==> src/rtl/mio_bus_arbiter.sv <==
// Two-requester arbiter for the single-port memory/peripheral bus.
// The CPU has fixed priority, and a starvation guard makes sure the display reader is still served.
//
//  state  | meaning
//  -------+--------------------------------------------------------------
//  IDLE   | sample requests, latch the winner's command into mem_* regs
//  ACCESS | mem_en strobe for one cycle, latency counter loaded
//  WAIT   | count down the remaining memory latency
//  DONE   | mem_rdata valid; capture it into the winner's rdata register
//  ACK    | one-cycle completion pulse to the winner
module mio_bus_arbiter #(
    parameter int AW     = 32,
    parameter int DW     = 32,
    parameter int LAT    = 2,
    parameter int STARVE = 4
) (
    input  logic          clk,
    input  logic          rst,
    input  logic          cpu_req,
    input  logic          cpu_we,
    input  logic [AW-1:0] cpu_addr,
    input  logic [DW-1:0] cpu_wdata,
    input  logic [2:0]    cpu_ctrl,
    output logic [DW-1:0] cpu_rdata,
    output logic          MIO_ready,
    input  logic          vid_req,
    input  logic [AW-1:0] vid_addr,
    output logic [DW-1:0] vid_rdata,
    output logic          vid_ack,
    output logic          mem_en,
    output logic          mem_we,
    output logic [AW-1:0] mem_addr,
    output logic [DW-1:0] mem_wdata,
    output logic [2:0]    mem_ctrl,
    input  logic [DW-1:0] mem_rdata,
    output logic          busy,
    output logic [1:0]    grant_out
);

    typedef enum logic [2:0] {
        IDLE   = 3'd0,
        ACCESS = 3'd1,
        WAIT   = 3'd2,
        DONE   = 3'd3,
        ACK    = 3'd4
    } state_t;

    localparam logic [3:0] LAT_M1     = 4'(LAT - 1);
    localparam logic [3:0] STARVE_MAX = 4'(STARVE);
    localparam bit         ONE_CYCLE  = (LAT == 1);
    localparam logic [1:0] G_NONE     = 2'b00;
    localparam logic [1:0] G_CPU      = 2'b01;
    localparam logic [1:0] G_VID      = 2'b10;
    localparam logic [2:0] CTRL_FULL  = 3'b000;

    state_t     state;
    state_t     state_nxt;
    logic [3:0] lat_cnt;
    logic [3:0] starve_cnt;
    logic       we_q;
    logic       pick_cpu;
    logic       pick_vid;

    // The display wins a contested IDLE sample only once the CPU has used its quota.
    always_comb begin
        state_nxt = state;
        pick_cpu  = 1'b0;
        pick_vid  = 1'b0;
        case (state)
            IDLE: begin
                if (cpu_req && !(vid_req && starve_cnt == STARVE_MAX)) begin
                    pick_cpu  = 1'b1;
                    state_nxt = ACCESS;
                end else if (vid_req) begin
                    pick_vid  = 1'b1;
                    state_nxt = ACCESS;
                end
            end
            ACCESS:  state_nxt = ONE_CYCLE ? DONE : WAIT;
            WAIT:    if (lat_cnt == 4'd1) state_nxt = DONE;
            DONE:    state_nxt = ACK;
            ACK:     state_nxt = IDLE;
            default: state_nxt = IDLE;
        endcase
    end

    always_ff @(posedge clk) begin
        if (rst) begin
            state      <= IDLE;
            lat_cnt    <= 4'd0;
            starve_cnt <= 4'd0;
            we_q       <= 1'b0;
            grant_out  <= G_NONE;
            mem_addr   <= '0;
            mem_wdata  <= '0;
            mem_ctrl   <= 3'b000;
            cpu_rdata  <= '0;
            vid_rdata  <= '0;
        end else begin
            state <= state_nxt;
            case (state)
                IDLE: begin
                    if (!vid_req) starve_cnt <= 4'd0;
                    if (pick_cpu) begin
                        grant_out <= G_CPU;
                        mem_addr  <= cpu_addr;
                        mem_wdata <= cpu_wdata;
                        mem_ctrl  <= cpu_ctrl;
                        we_q      <= cpu_we;
                        if (vid_req && starve_cnt != STARVE_MAX)
                            starve_cnt <= starve_cnt + 4'd1;
                    end else if (pick_vid) begin
                        // mem_wdata is left alone: the display never writes.
                        grant_out  <= G_VID;
                        mem_addr   <= vid_addr;
                        mem_ctrl   <= CTRL_FULL;
                        we_q       <= 1'b0;
                        starve_cnt <= 4'd0;
                    end
                end
                ACCESS: lat_cnt <= LAT_M1;
                WAIT:   lat_cnt <= lat_cnt - 4'd1;
                DONE: begin
                    if (!we_q) begin
                        if (grant_out == G_CPU) cpu_rdata <= mem_rdata;
                        else                    vid_rdata <= mem_rdata;
                    end
                end
                ACK:     grant_out <= G_NONE;
                default: grant_out <= G_NONE;
            endcase
        end
    end

    assign mem_en    = (state == ACCESS);
    assign mem_we    = (state == ACCESS) && we_q;
    assign busy      = (state != IDLE);
    assign MIO_ready = (state == ACK) && (grant_out == G_CPU);
    assign vid_ack   = (state == ACK) && (grant_out == G_VID);

endmodule

==> config.mk <==
export PLATFORM = sky130hd
export DESIGN_NAME = mio_bus_arbiter
export DESIGN_NICKNAME = d
export VERILOG_FILES = /design/src/rtl/mio_bus_arbiter.sv
export SDC_FILE = /design/constraint.sdc
export NUM_CORES = 1
export LEC_CHECK = 0
export ABC_AREA = 1
export CAP_MARGIN = 10
export CELL_PAD_IN_SITES_DETAIL_PLACEMENT = 1
export CELL_PAD_IN_SITES_GLOBAL_PLACEMENT = 1
export CORE_ASPECT_RATIO = 0.75
export CORE_MARGIN = 5
export CORE_UTILIZATION = 25
export DETAILED_ROUTE_END_ITERATION = 10
export GPL_ROUTABILITY_DRIVEN = 0
export PLACE_DENSITY = 0.82
export SETUP_SLACK_MARGIN = 0.15
export SLEW_MARGIN = 10
export SYNTH_ARGS = -nofsm -noshare
export SYNTH_HDL_FRONTEND = slang
export SYNTH_SLANG_ARGS = --single-unit
==> constraint.sdc <==
create_clock -name clk -period 1.55 [get_ports clk]
set_input_delay 0.31 -clock clk [delete_from_list [all_inputs] [get_ports clk]]
set_output_delay 0.31 -clock clk [all_outputs]
set_load 0.03 [all_outputs]
* Word-level counts from Yosys, hierarchy flattened
Index checks and enable logic that the tools add are counted.
** Storage, ports and cells
- Flip-flop bits (word level) :: 145
- Output and inout bits :: 138
- Word-level logic and storage cells :: 68
** Cells by class
- Add/sub/neg operators :: 2
- Equality and inequality tests :: 12
- Muxes and demuxes :: 23
- Bitwise logic cells :: 3
- Reduce and logical (&&, ||, !) cells :: 18
** Operators with widths (count)
- 32-bit 2-to-1 mux :: 2
- 4-bit 2-to-1 mux :: 4
- 3-bit 2-to-1 mux :: 5
- 3-bit case mux with 4 select lines :: 1
- 4-bit case mux with 2 select lines :: 1
- 2-bit AND reduction :: 4
- 1-bit 2-to-1 mux :: 7
- 3-bit by 2-bit == test with 1-bit output (second input constant) :: 2
- 1-bit logical AND :: 6
- 3-bit != test (second input constant) :: 2
- 3-bit AND reduction :: 2
- 4-bit by 1-bit adder with 4-bit output (second input constant) :: 1
- 4-bit by 1-bit == test with 1-bit output (second input constant) :: 1
- 4-bit by 3-bit == test with 1-bit output (second input constant) :: 1
- 2-bit 2-to-1 mux :: 2
- 4-bit by 3-bit != test with 1-bit output (second input constant) :: 1
- 2-bit case mux with 2 select lines :: 1
- 2-bit nonzero test :: 2
- 4-bit by 1-bit subtractor with 4-bit output (second input constant) :: 1
- 3-bit by 1-bit == test with 1-bit output (second input constant) :: 1
- 3-bit == test (second input constant) :: 1
- 3-bit logical NOT :: 1
- 1-bit inverter :: 3
- 3-bit nonzero test :: 1
- 5 further kinds :: 5

* Longest topological paths before layout
- Depth after elaboration :: 9
- Gate-level depth with buffers :: 9
- Mapped depth without buffers :: 8

* Least setup slack after synthesis
OpenSTA, ideal clock, no wires.
- Path kind :: register to output
- Start point :: reg grant_out[1]
- End point :: out vid_ack
- Arrival time :: 1.308 ns
- Data required time :: 1.240 ns
- Path slack :: -0.068 ns
- Cell stages (with the launch flop) :: 3
- Buffers on the path :: 0
- Cell sequence :: dfxtp_1 -> inv_1 -> nor3_1
** Between the ends
- Word-level cells in the longest chain between the ends :: 2
** RTL lines
- start, declared :: line 37 : output logic [1:0] grant_out
- start signal, assigned :: line 93 : grant_out <= G_NONE;
- start signal, assigned :: line 105 : grant_out <= G_CPU;
- start signal, assigned :: line 114 : grant_out <= G_VID;
- 2-bit == test :: line 139 : assign vid_ack = (state == ACK) && (grant_out == G_VID);
- 1-bit logical AND :: line 139
- end, declared :: line 29 : output logic vid_ack,
Every way passes these cells.

* Worst setup path in the final report
- Start point :: reg state[2]
- End point :: out mem_we
** Between the ends
- Word-level cells in the longest chain between the ends :: 2
** RTL lines
- start, declared :: line 56 : state_t state;
- start signal, assigned :: line 100 : state <= state_nxt;
- 3-bit by 1-bit == test with 1-bit output :: line 136 : assign mem_we = (state == ACCESS) && we_q;
- 1-bit logical AND :: line 136
- end, declared :: line 31 : output logic mem_we,
Every way passes these cells.

==> flow_metrics.env <==
export IMPL_netlist_cell_type_count=23
export IMPL_reg2regPathDepth=10
export IMPL_final_nets=1280
export IMPL_critical_path_n_buffers_inverters=2
export IMPL_timing_clock_skew_ns=0.0114
export IMPL_achievable_frequency_mhz=635
export IMPL_p_leak_nw=5.27
export IMPL_hold_worst_slack_ns=0.420
export IMPL_post_synth_cell_area_avg_um2=7.12
export IMPL_timing_critical_path_fanout_max=4
export IMPL_timing_final_crit_share_pct=102
export IMPL_pin_count=274
export IMPL_clkSlewWorstSetupHoldPaths_ns=0.06
export IMPL_floorplan_row_count=48
export IMPL_timing_max_cap_violations=0
export IMPL_dp_final_hpwl_mm=15.5
export IMPL_report_final_slew_viol_count=0
export IMPL_drc=0
export IMPL_min_delay_path_depth=5
export IMPL_cts_tree="built"
export IMPL_clock_period_minus_worst_slack_ns=1.58
export IMPL_path_depth=4
export IMPL_pin_slew_with_the_least_headroom_to_its_limit_ns=0.840
export IMPL_clock_insertion_delay_worst_skew_ns=0.42
export IMPL_coreArea_um2=22900
export IMPL_area_growth_synth_to_final_pct=98.1
export IMPL_endpoint_kind="output port"
export IMPL_clock_path_buffers=2
export IMPL_track_usage_pct=18.3
export IMPL_start_kind="register"
export IMPL_grt_start_max_net_pins=58
export IMPL_critical_path_max_stage_delay_ns=0.39
export IMPL_drt_initial_drc_count=199
export IMPL_ctsHtreeMaxLevel=4
export IMPL_postRouteAntennaNets=0
export IMPL_ir_drop_mv=0.774
export IMPL_post_place_ws_ns=-0.321
export IMPL_grt_pass1_wl_mm=38.0
export IMPL_floorplan_initialDensity_pct=25.3
export IMPL_required_ns=1.24
export IMPL_timing_max_slew_rel_slack_pct=44.0
export IMPL_cts_hold_buf=0
export IMPL_port_buffers=273
export IMPL_wl_per_cell_um=19.1
export IMPL_crit_chain="inv_6 > nand3_4 > nor2_1 > buf_4"
export IMPL_synthesis_area_um2=5800
export IMPL_timing_final_ws_setup_ns=-0.0257
export IMPL_timing_worst_setup_path_type="reg -> out"
export IMPL_grt_antenna_before_repair=1
export IMPL_postSynthCellCount=814
export IMPL_grt_overflow=0
export IMPL_finalHoldViolations=0
export IMPL_outcome="complete, but fails checks"
export IMPL_post_drt_via_cell_ratio=4.63
export IMPL_chipHeight_um=142
export IMPL_synth_net_count=954
export IMPL_worst_path_max_delay_cell="dfxtp_4"
export IMPL_synth_seq_cells=145
export IMPL_critical_path_top_delay_family="flip-flops"
export IMPL_design_die_area_um2=26400
export IMPL_cts_root_buf="clkbuf_16"
export IMPL_ys_seq_area_share_pct=50.1
export IMPL_wl_mm=27.8
export IMPL_failed_checks="negative setup slack"
export IMPL_cellPowerDensity_nw_per_um2=1580
export IMPL_cts_num_sinks=145
export IMPL_setup_violations=9
export IMPL_hold_path_class="in -> reg"
export IMPL_grt_setup_unrepaired="yes"
export IMPL_drive_above_1_share_pct=44.4
export IMPL_cp_arrival_ns=1.27
export IMPL_numCtsBuffers=17
export IMPL_vias_in_the_first_global_route=6957
export IMPL_yosysWarningCount=0
export IMPL_firstDrtPassIters=4
export IMPL_die_x_um=186
export IMPL_vias=6737
## report_power, final
part	internal, mW	total, mW	switching, mW
Combinational	3.75	8.65	4.90
Clock	2.89	4.64	1.75
Sequential	4.45	4.90	0.450
## registers in the layout (all words and copies together), names as in the netlist
name	count
lat_cnt	4
state	3
vid_rdata	32
mem_ctrl	3
cpu_rdata	32
grant_out	2
mem_wdata	32
starve_cnt	4
mem_addr	32
we_q	1
## worst paths after layout
| check | startpoint | end | slack (ns) |
|---|---|---|---|
| setup / recovery | state[2] | mem_we | -0.03 |
| setup reg to reg | state[0] | mem_wdata[26] | -0.02 |
| hold / removal | rst | lat_cnt[0] | 0.42 |
| hold reg to reg | vid_rdata[31] | vid_rdata[31] | 0.47 |
## cell usage after synthesis
library cell | count | area (um^2)
nand4_1 | 2 | 12.5
dfxtp_1 | 145 | 2900
nor2_4 | 1 | 11.3
nor3_1 | 4 | 20.0
buf_2 | 11 | 55.1
a211oi_1 | 1 | 7.51
o22ai_1 | 2 | 12.5
nand2_1 | 187 | 702
o21ai_0 | 98 | 490
buf_4 | 9 | 67.6
nand2_2 | 2 | 12.5
inv_2 | 7 | 26.3
buf_6 | 3 | 33.8
buf_1 | 1 | 3.75
ha_1 | 4 | 50.1
o21ai_1 | 4 | 20.0
nand3_2 | 1 | 10.0
clkbuf_1 | 23 | 86.3
nand3_1 | 9 | 45.0
nor2_1 | 140 | 526
inv_1 | 82 | 308
a21oi_1 | 75 | 375
a31oi_1 | 3 | 18.8
## metal layers
| metal | global-route usage, % | up-vias | part of all wire (%) |
|---|---|---|---|
| met5 | 0 | - | 0 |
| met4 | 6.06 | 0 | 2.2 |
| met3 | 5.41 | 39 | 6.5 |
| met2 | 30.8 | 208 | 48 |
| met1 | 22.4 | 3278 | 43 |
| li1 | - | 3212 | - |
## cells by family (layout without fill, tap and decap cells)
family | after synthesis | in the layout | share of synthesized area, %
AND/OR/NAND/NOR | 346 | 346 | 23.1
flip-flops | 145 | 145 | 50.1
buffers and inverters | 136 | 475 | 10.0
adder cells (fa/ha/maj) | 4 | 4 | 0.863
other | 0 | 1 | 0
AO/OA/AOI/OAI | 183 | 183 | 16.0
## cell type report
class                   count  area, um^2
clock inverters            14         225
multi-input cells         533        3510
clock buffers              18         429
fillers                  2608       11500
inverters                  89         394
flip-flops and latches    145        2920
well taps                 300         375
diodes                      1        2.50
repair buffers            354        3630
## worst reg2reg max path, stage by stage (launching register included)
cell,delay [ns]
dfxtp_4,0.38
inv_4,0.09
nand2_2,0.07
nor2_4,0.14
nand3_4,0.13
buf_6,0.16
inv_12,0.08
buf_12,0.13
buf_16,0.14
nand2_4,0.05
a21oi_2,0.12
## timing repair
item,in CTS,in global routing
pin swaps,25,100
setup buffers,16,8
gates resized for setup,593,497
gates cloned,16,13
endpoints found under the setup margin,265,237
## stage by stage
step / cells / total power [mW] / util [%] / instance area, um^2 / setup TNS [ns]
final: 1454 / 18.2 / 50.1 / 11500 / -0.106
after CTS: 1432 / 17.2 / 46.6 / 10700 / -0.0147
after global routing: 1454 / 19.1 / 50.1 / 11500 / -2.02
after global placement: 1368 / 10.5 / 39.2 / 9000 / -9.50
after floorplan: 814 / 8.07 / - / 5800 / 0
after detailed placement: 1368 / 10.7 / 39.2 / 9000 / -12.16
## placed cells by master, fill, tap and decap left out, types with 5 or more instances in the layout
master           netlist  routed
nand2_4                0      64
buf_6                  3      11
bufinv_16              0       5
buf_16                 0      16
nor2_4                 1      16
nand3_1                9       6
nand2_2                2      46
o21ai_1                4      19
buf_12                 0      25
nor2_2                 0       8
inv_6                  0       6
nand2_1              187      78
clkdlybuf4s50_1        0     134
buf_4                  9      22
o21ai_2                0      37
dfxtp_1              145     138
clkbuf_16              0      27
buf_2                 11     116
a21oi_1               75      15
o21ai_0               98      44
clkdlybuf4s15_2        0      12
a21oi_2                0      60
nor2_1               140     117
inv_1                 82      76
Note: power is estimated with default switching activity, not from simulation.
